### config.mk
export PLATFORM = sky130hd
export DESIGN_NAME = axi_lite_req_arbiter
export DESIGN_NICKNAME = d
export VERILOG_FILES = /design/src/rtl/axi_lite_req_arbiter.sv
export SDC_FILE = /design/constraint.sdc
export NUM_CORES = 1
export LEC_CHECK = 0
export ABC_AREA = 1
export CAP_MARGIN = 5
export CORE_AREA = 8 8 444 446
export CTS_BUF_LIST = sky130_fd_sc_hd__clkbuf_8
export DETAILED_ROUTE_END_ITERATION = 10
export DIE_AREA = 0 0 452 454
export MAX_ROUTING_LAYER = met4
export PLACE_DENSITY = 0.36
export RECOVER_POWER = 100
export SLEW_MARGIN = 15
export SYNTH_ARGS = -nofsm -noshare
export SYNTH_HDL_FRONTEND = slang
export SYNTH_SLANG_ARGS = --single-unit
### constraint.sdc
create_clock -name s_axi_aclk -period 2.2 [get_ports s_axi_aclk]
set_clock_uncertainty 0.1 [all_clocks]
set_input_delay 0.44 -clock s_axi_aclk [delete_from_list [all_inputs] [get_ports s_axi_aclk]]
set_output_delay 0.44 -clock s_axi_aclk [all_outputs]
set_load 0.1 [all_outputs]
### src/rtl/axi_lite_req_arbiter.sv
// Round-robin arbiter sharing one single-beat AXI4 master port between NUM_REQ register requesters.
// Optional B/R wait timeout with late-beat drain is enabled by defining AXI_TIMEOUT_EN.
module axi_lite_req_arbiter #(
   parameter int unsigned NUM_REQ        = 4,
   parameter int unsigned AXI_ADDR_WIDTH = 32,
   parameter int unsigned AXI_DATA_WIDTH = 128,
   parameter int unsigned TIMEOUT_CYC    = 1024
) (
   input  logic                                s_axi_aclk,
   input  logic                                s_axi_areset,
   input  logic [NUM_REQ-1:0]                  req_valid,
   output logic [NUM_REQ-1:0]                  req_ready,
   input  logic [NUM_REQ-1:0]                  req_write,
   input  logic [NUM_REQ*AXI_ADDR_WIDTH-1:0]   req_addr,
   input  logic [NUM_REQ*AXI_DATA_WIDTH-1:0]   req_wdata,
   output logic [NUM_REQ-1:0]                  rsp_valid,
   output logic [AXI_DATA_WIDTH-1:0]           rsp_rdata,
   output logic [1:0]                          rsp_resp,
   output logic                                timeout_err,
   output logic [AXI_ADDR_WIDTH-1:0]           m_axi_awaddr,
   output logic [7:0]                          m_axi_awlen,
   output logic [2:0]                          m_axi_awsize,
   output logic [1:0]                          m_axi_awburst,
   output logic                                m_axi_awid,
   output logic                                m_axi_awvalid,
   input  logic                                m_axi_awready,
   output logic [AXI_DATA_WIDTH-1:0]           m_axi_wdata,
   output logic [AXI_DATA_WIDTH/8-1:0]         m_axi_wstrb,
   output logic                                m_axi_wlast,
   output logic                                m_axi_wvalid,
   input  logic                                m_axi_wready,
   input  logic [1:0]                          m_axi_bresp,
   input  logic                                m_axi_bvalid,
   output logic                                m_axi_bready,
   output logic [AXI_ADDR_WIDTH-1:0]           m_axi_araddr,
   output logic [7:0]                          m_axi_arlen,
   output logic [2:0]                          m_axi_arsize,
   output logic [1:0]                          m_axi_arburst,
   output logic                                m_axi_arid,
   output logic                                m_axi_arvalid,
   input  logic                                m_axi_arready,
   input  logic [AXI_DATA_WIDTH-1:0]           m_axi_rdata,
   input  logic [1:0]                          m_axi_rresp,
   input  logic                                m_axi_rlast,
   input  logic                                m_axi_rvalid,
   output logic                                m_axi_rready
);

   localparam int unsigned AW = AXI_ADDR_WIDTH;
   localparam int unsigned DW = AXI_DATA_WIDTH;
   localparam int unsigned SW = $clog2(NUM_REQ);
   localparam logic [SW-1:0] LAST_REQ = SW'(NUM_REQ - 1);
   localparam logic [31:0]   TO_BITS  = TIMEOUT_CYC;

   localparam logic [2:0] S_IDLE  = 3'd0;
   localparam logic [2:0] S_GRANT = 3'd1;
   localparam logic [2:0] S_AW_W  = 3'd2;
   localparam logic [2:0] S_B     = 3'd3;
   localparam logic [2:0] S_AR    = 3'd4;
   localparam logic [2:0] S_R     = 3'd5;
   localparam logic [2:0] S_RSP   = 3'd6;

   logic [2:0]    state;
   logic [SW-1:0] rr_ptr;
   logic [SW-1:0] sel_c;
   logic [SW-1:0] sel_q;
   logic [SW-1:0] idx;
   logic          any_req;
   logic          wr_q;
   logic [AW-1:0] addr_q;
   logic [DW-1:0] wdata_q;
   logic          drain;
   logic          unused_ok;

`ifdef AXI_TIMEOUT_EN
   localparam int unsigned CW = $clog2(TIMEOUT_CYC + 1);
   logic [CW-1:0] to_cnt;
   logic          drain_b;
   logic          drain_r;
   assign drain = drain_b | drain_r;
`else
   assign drain       = 1'b0;
   assign timeout_err = 1'b0;
`endif

   assign m_axi_awlen   = 8'h00;
   assign m_axi_arlen   = 8'h00;
   assign m_axi_awsize  = 3'($clog2(DW/8));
   assign m_axi_arsize  = 3'($clog2(DW/8));
   assign m_axi_awburst = 2'b01;
   assign m_axi_arburst = 2'b01;
   assign m_axi_awid    = 1'b0;
   assign m_axi_arid    = 1'b0;
   assign m_axi_wstrb   = {(DW/8){m_axi_wvalid}};
   assign m_axi_wlast   = m_axi_wvalid;
   assign unused_ok     = &{1'b0, m_axi_rlast, TO_BITS[0]};

   // First valid requester at or after rr_ptr, wrapping modulo NUM_REQ.
   always_comb begin
      sel_c   = '0;
      any_req = 1'b0;
      idx     = '0;
      for (int unsigned k = 0; k < NUM_REQ; k++) begin
         idx = SW'((32'(rr_ptr) + k) % NUM_REQ);
         if (!any_req && req_valid[idx]) begin
            sel_c   = idx;
            any_req = 1'b1;
         end
      end
   end

   always_comb begin
      req_ready = '0;
      if (!s_axi_areset && state == S_IDLE && any_req && !drain)
         req_ready[sel_c] = 1'b1;
   end

   always_ff @(posedge s_axi_aclk) begin
      if (s_axi_areset) begin
         state         <= S_IDLE;
         rr_ptr        <= '0;
         sel_q         <= '0;
         wr_q          <= 1'b0;
         addr_q        <= '0;
         wdata_q       <= '0;
         rsp_valid     <= '0;
         rsp_rdata     <= '0;
         rsp_resp      <= '0;
         m_axi_awaddr  <= '0;
         m_axi_awvalid <= 1'b0;
         m_axi_wdata   <= '0;
         m_axi_wvalid  <= 1'b0;
         m_axi_bready  <= 1'b0;
         m_axi_araddr  <= '0;
         m_axi_arvalid <= 1'b0;
         m_axi_rready  <= 1'b0;
`ifdef AXI_TIMEOUT_EN
         to_cnt        <= '0;
         drain_b       <= 1'b0;
         drain_r       <= 1'b0;
         timeout_err   <= 1'b0;
`endif
      end else begin
         rsp_valid <= '0;
         case (state)
            S_IDLE: begin
               if (any_req && !drain) begin
                  sel_q   <= sel_c;
                  wr_q    <= req_write[sel_c];
                  addr_q  <= req_addr[sel_c*AW +: AW];
                  wdata_q <= req_wdata[sel_c*DW +: DW];
                  rr_ptr  <= (sel_c == LAST_REQ) ? '0 : sel_c + 1'b1;
                  state   <= S_GRANT;
               end
            end
            S_GRANT: begin
               if (wr_q) begin
                  m_axi_awaddr  <= addr_q;
                  m_axi_awvalid <= 1'b1;
                  m_axi_wdata   <= wdata_q;
                  m_axi_wvalid  <= 1'b1;
                  state         <= S_AW_W;
               end else begin
                  m_axi_araddr  <= addr_q;
                  m_axi_arvalid <= 1'b1;
                  state         <= S_AR;
               end
            end
            S_AW_W: begin
               if (m_axi_awvalid && m_axi_awready) m_axi_awvalid <= 1'b0;
               if (m_axi_wvalid && m_axi_wready)   m_axi_wvalid  <= 1'b0;
               // Each channel is done once its valid is low or handshaking this cycle.
               if ((!m_axi_awvalid || m_axi_awready) && (!m_axi_wvalid || m_axi_wready)) begin
                  m_axi_bready <= 1'b1;
                  state        <= S_B;
`ifdef AXI_TIMEOUT_EN
                  to_cnt       <= '0;
`endif
               end
            end
            S_B: begin
               if (m_axi_bvalid) begin
                  m_axi_bready     <= 1'b0;
                  rsp_resp         <= m_axi_bresp;
                  rsp_rdata        <= '0;
                  rsp_valid[sel_q] <= 1'b1;
                  state            <= S_RSP;
               end
`ifdef AXI_TIMEOUT_EN
               else if (to_cnt == CW'(TIMEOUT_CYC - 1)) begin
                  rsp_resp         <= 2'b10;
                  rsp_rdata        <= '0;
                  rsp_valid[sel_q] <= 1'b1;
                  timeout_err      <= 1'b1;
                  drain_b          <= 1'b1;
                  state            <= S_RSP;
               end else begin
                  to_cnt <= to_cnt + 1'b1;
               end
`endif
            end
            S_AR: begin
               if (m_axi_arready) begin
                  m_axi_arvalid <= 1'b0;
                  m_axi_rready  <= 1'b1;
                  state         <= S_R;
`ifdef AXI_TIMEOUT_EN
                  to_cnt        <= '0;
`endif
               end
            end
            S_R: begin
               if (m_axi_rvalid) begin
                  m_axi_rready     <= 1'b0;
                  rsp_resp         <= m_axi_rresp;
                  rsp_rdata        <= m_axi_rdata;
                  rsp_valid[sel_q] <= 1'b1;
                  state            <= S_RSP;
               end
`ifdef AXI_TIMEOUT_EN
               else if (to_cnt == CW'(TIMEOUT_CYC - 1)) begin
                  rsp_resp         <= 2'b10;
                  rsp_rdata        <= '0;
                  rsp_valid[sel_q] <= 1'b1;
                  timeout_err      <= 1'b1;
                  drain_r          <= 1'b1;
                  state            <= S_RSP;
               end else begin
                  to_cnt <= to_cnt + 1'b1;
               end
`endif
            end
            S_RSP:   state <= S_IDLE;
            default: state <= S_IDLE;
         endcase
`ifdef AXI_TIMEOUT_EN
         // Ready stays high after a timeout so the late beat is swallowed before the next grant.
         if (state != S_B && state != S_R) begin
            if (drain_b && m_axi_bvalid) begin
               drain_b      <= 1'b0;
               m_axi_bready <= 1'b0;
            end
            if (drain_r && m_axi_rvalid) begin
               drain_r      <= 1'b0;
               m_axi_rready <= 1'b0;
            end
         end
`endif
      end
   end

endmodule

Word-level counts from Yosys, hierarchy flattened:

Cells that the tools add are included.

* add/sub/neg operators: 4
* order comparisons: 8
* equal/unequal tests: 15
* shift-type cells: 2
* mux-type cells: 54
* bitwise operators: 1
* reductions and logical operators: 34

Operators with widths (number)
* $shiftx 512x10->128: 1
* $mux 128: 2
* $pmux 128 s2: 1
* $shiftx 128x8->32: 1
* $mux 1: 20
* $lt 2x3->1 const B: 6
* $mux 3: 6
* $ne 2x2->1 const B: 9
* $pmux 3 s6: 1
* $reduce_and 3->1: 6
* $mux 2: 7
* $mux 4: 3
* $bmux 1 s2: 5
* $logic_and 1x1->1: 10
* $pmux 1 s2: 5
* $reduce_bool 2->1: 5
* $pmux 4 s2: 1
* $eq 3x2->1 const B: 2
* $eq 3x3->1 const B: 2
* $logic_not 1->1: 6
* $reduce_and 2->1: 3
* $reduce_and 5->1: 1
* $add 2x1->2 const B: 2
* $add 2x2->2 const B: 2
* 8 further kinds: 11

* flip-flop bits (word level): 499
* bits of input ports: 788
* output and inout port bits: 381

Logic depth before layout (Yosys ltp):

* depth in word-level cells: 17
* mapped depth: 17
* gate-level depth less buffers: 15

Worst setup path before layout:

No wires, ideal clock.

* kind: register -> output
* from: register rr_ptr[0]
* to: output req_ready[0]
* arrival time: 3723 ps
* data required time: 1660 ps
* slack: -2063 ps
* stages on the path, launching flop included: 13
* cell sequence: dfxtp_1 buf_4 nand2_1 nand3_1 nand2_2 nor2_4 nand3_2 nand2_2 nand2_2 buf_6 buf_6 buf_4 nor3_1

* cells in the longest elaborated chain, start to end: 17

RTL lines
* start, declared: RTL line 64 `logic [SW-1:0] rr_ptr;`
* start signal, assigned: RTL line 152 `rr_ptr <= (sel_c == LAST_REQ) ? '0 : sel_c + 1'b1;`
* branches (longest 16 deep; another with $lt 2x3->1)
* $mux 4 *: RTL line 114 `if (!s_axi_areset && state == S_IDLE && any_req && !drain)`
* end, declared: RTL line 12 `output logic [NUM_REQ-1:0] req_ready,`

Every way passes the cells marked *. The select of a mux whose other input is x is not followed.

Final worst setup path:

* from: register rr_ptr[0]
* to: output req_ready[3]

Same word-level chain as after synthesis.

==> impl_metrics.json <==
{
  "wl_um": 202000,
  "wl_per_cell_um": 27.0,
  "timing.critical_path.to_type": "output port",
  "vias_per_cell": 4.16,
  "grt_usage_pct": 18.6,
  "final_nets": 5588,
  "drv_cap": 0,
  "synthFlopType": "dfxtp_1",
  "yosys.area.top_type": "dfxtp_1",
  "hold_path_end": "rsp_rdata[32]",
  "syn_inst": 3434,
  "cts_tree": "yes",
  "drv_slew": 0,
  "arrival_ns": 2.77,
  "synth_top_family_by_area": "simple AND/OR/NAND/NOR gates",
  "antenna_found_initial": 132,
  "grt_first_pass_wirelength_um": 261000,
  "initial_core_util_pct": 12.3,
  "hold_path_depth": 3,
  "layout_setup_ws_ns": -1.11,
  "worstSkewPairLatency_ns": 0.86,
  "worst-r2r-cell-count": 17,
  "crit_type": "flip-flop to output port",
  "syn_to_final_growth_pct": 96.0,
  "drc": 0,
  "cts_sinks": 499,
  "synth_cell_types": 30,
  "gp_congestion": 0.879,
  "grt_pass1_vias": 30400,
  "muxShareOfSynthArea_pct": 0,
  "die_w_um": 452,
  "setup_viol": 327,
  "synth-seq-cells": 499,
  "clock_path_buffers": 3,
  "final_antenna_net_count": 0,
  "synth-seq-area-share_pct": 42.8,
  "pin_count": 1169,
  "p_leak_nw": 18.6,
  "clockRootBuffer": "clkbuf_8",
  "period_share_pct": 150,
  "rr_startpoint": "rr_ptr[0]",
  "avgSynthCellArea_um2": 6.79,
  "hold_violations": 0,
  "fmax_mhz": 302,
  "synthAdderAreaFrac_pct": 0,
  "final_layout_size_suffix_gt1_share_pct": 23.5,
  "die_h_um": 454,
  "yosysWarnings": 0,
  "synth_xor_area_share_pct": 0,
  "dp_cells": 6980,
  "synth-edff-count": 0,
  "worst_slew_pin_slew_ns": 0.737,
  "synth_compound_area_share_pct": 13.8,
  "maxSlewHeadroom_pct": 50.8,
  "layout_common_cells": "786 x clkdlybuf4s50_1, 785 x nor2_1, 496 x dfxtp_1",
  "hold_start": "m_axi_rdata[32]",
  "violations": "negative setup slack",
  "dp_hpwl_um": 153000,
  "row_count": 160,
  "power_density_nw_per_um2": 1810,
  "numPortBuffers": 1138,
  "final_cells": 7463,
  "grt_overflow": 0,
  "ff2ff_setup_slack_ns": -0.51,
  "outcome": "finished with violations",
  "first_iter_violations": 2442,
  "rsz0062_at_grt": "true",
  "clkTransAtPathRegs_ns": 0.06,
  "worst-path-max-fanout": 7,
  "drt_pass1_iterations": 6,
  "cp.required_ns": 1.66,
  "synthSimpleGateAreaFrac_pct": 35.5,
  "netlist_area_um2": 23300,
  "netlist.area_leader.share_pct": 42.8,
  "htreeDepth": 3,
  "layout_commonest_cell": "clkdlybuf4s50_1",
  "cts_buffers": 105,
  "worstReg2RegEnd": "wdata_q[115]",
  "fin_crit_ns": 3.31,
  "hold_path_class": "input pin to flip-flop",
  "ys_top_cells_by_area": "dfxtp_1 43%, nor2_1 14%, nand3_1 14%",
  "async_flop_share_pct": 0,
  "dieArea_um2": 205000,
  "coreArea_um2": 190000,
  "ir_drop_uv": 779,
  "start_kind": "flip-flop",
  "grt_max_degree": 70,
  "dr_total_vias": 31100,
  "setup-tns-final_ns": -77.11
}
==> cell usage after synthesis (3+ instances only) <==
master / instances
nand2_2: 4
dfxtp_1: 499
buf_2: 64
o31ai_1: 3
buf_4: 65
a21oi_1: 138
nand4_1: 119
clkbuf_1: 197
buf_1: 37
inv_1: 27
nand3_1: 633
inv_2: 6
o21ai_0: 487
nor2_1: 845
nand2_1: 281
nor3_1: 9
==> cell type report <==
class                      instances  area (µm²)
sequential                       499       10000
clock inverter                    55         420
multi-input combinational       2564       13100
inverter                          33         164
timing repair buffer            1597       16800
fill                           21000      144000
clock buffer                     142        1950
antenna                           62         155
tap                             2511        3140
==> worst max-delay path: stages, from the launching register on <==
cell,delay (ns)
dfxtp_4,0.42
buf_6,0.12
nand2_2,0.05
nand2_2,0.08
nand2_1,0.06
nand2_1,0.08
nand2_1,0.06
nand2_2,0.10
buf_6,0.12
nand2_8,0.06
inv_4,0.06
a21oi_4,0.04
buf_12,0.13
buf_16,0.12
nor3_4,0.18
buf_12,0.21
==> metal layers <==
layer	GRT usage, %	vias up	share of wire [%]
li1	-	14400	-
met1	20.8	14900	39
met2	32.7	1372	51
met3	3.57	387	5.3
met4	7.00	0	4.5
met5	-	-	0
==> registers in the layout, summed over array words and instances, names as in the netlist <==
| register | flops |
|---|---|
| m_axi_wdata | 128 |
| rsp_rdata | 128 |
| wdata_q | 128 |
| addr_q | 32 |
| m_axi_araddr | 32 |
| m_axi_awaddr | 32 |
| rsp_valid | 4 |
| state | 3 |
| rr_ptr | 2 |
| rsp_resp | 2 |
| sel_q | 2 |
| m_axi_arvalid | 1 |
| m_axi_awvalid | 1 |
| m_axi_bready | 1 |
| m_axi_rready | 1 |
| m_axi_wlast | 1 |
| wr_q | 1 |
==> worst max path at each step <==
stage,start,end,slack [ns],cells after the start
2_1_floorplan,req_valid[3],req_ready[0],-0.63,12
3_3_place_gp,req_valid[3],wdata_q[1],-1.22,15
3_5_place_dp,req_valid[3],wdata_q[1],-1.24,14
4_1_cts,rr_ptr[0],req_ready[3],-1.30,15
5_1_grt,rr_ptr[0],req_ready[3],-1.33,15
6_report,rr_ptr[0],req_ready[3],-1.11,15
==> per-stage QoR <==
stage	instance area (µm²)	setup WS [ns]	power (mW)	hold WS (ns)	util, %
2_1_floorplan	23500	-0.629	40.4	0.308	-
3_3_place_gp	38700	-1.22	59.5	0.359	20.4
3_5_place_dp	38700	-1.24	59.4	0.362	20.4
4_1_cts	43800	-1.30	78.2	0.00137	23.1
5_1_grt	45700	-1.33	87.3	0.0695	24.1
6_report	45700	-1.11	82.8	0.160	24.1
==> timing repair <==
action | CTS | global route
pin swaps | 51 | 108
cloned | 22 | 19
hold endpoints to repair | 123 | 0
buffers inserted | 30 | 38
endpoints found under the setup margin | 359 | 368
resized for setup | 149 | 296
hold buffers | 125 | 0
==> power by group <==
| group | switching, mW | leakage, nW | internal, mW |
|---|---|---|---|
| clock network | 5.12 | 1.32 | 6.20 |
| registers | 1.64 | 4.08 | 11.5 |
| logic | 37.3 | 13.2 | 20.9 |
| total | 44.1 | 18.6 | 38.7 |
==> logic make-up (layout without fill, tap and decap cells) <==
| family | after synthesis | after routing |
|---|---|---|
| other | 2 | 91 |
| AND/OR/NAND/NOR | 1898 | 1898 |
| buffers and inverters | 398 | 1827 |
| AO/OA/AOI/OAI | 637 | 637 |
| flip-flops | 499 | 499 |
Power figures use the tool's default switching activity.
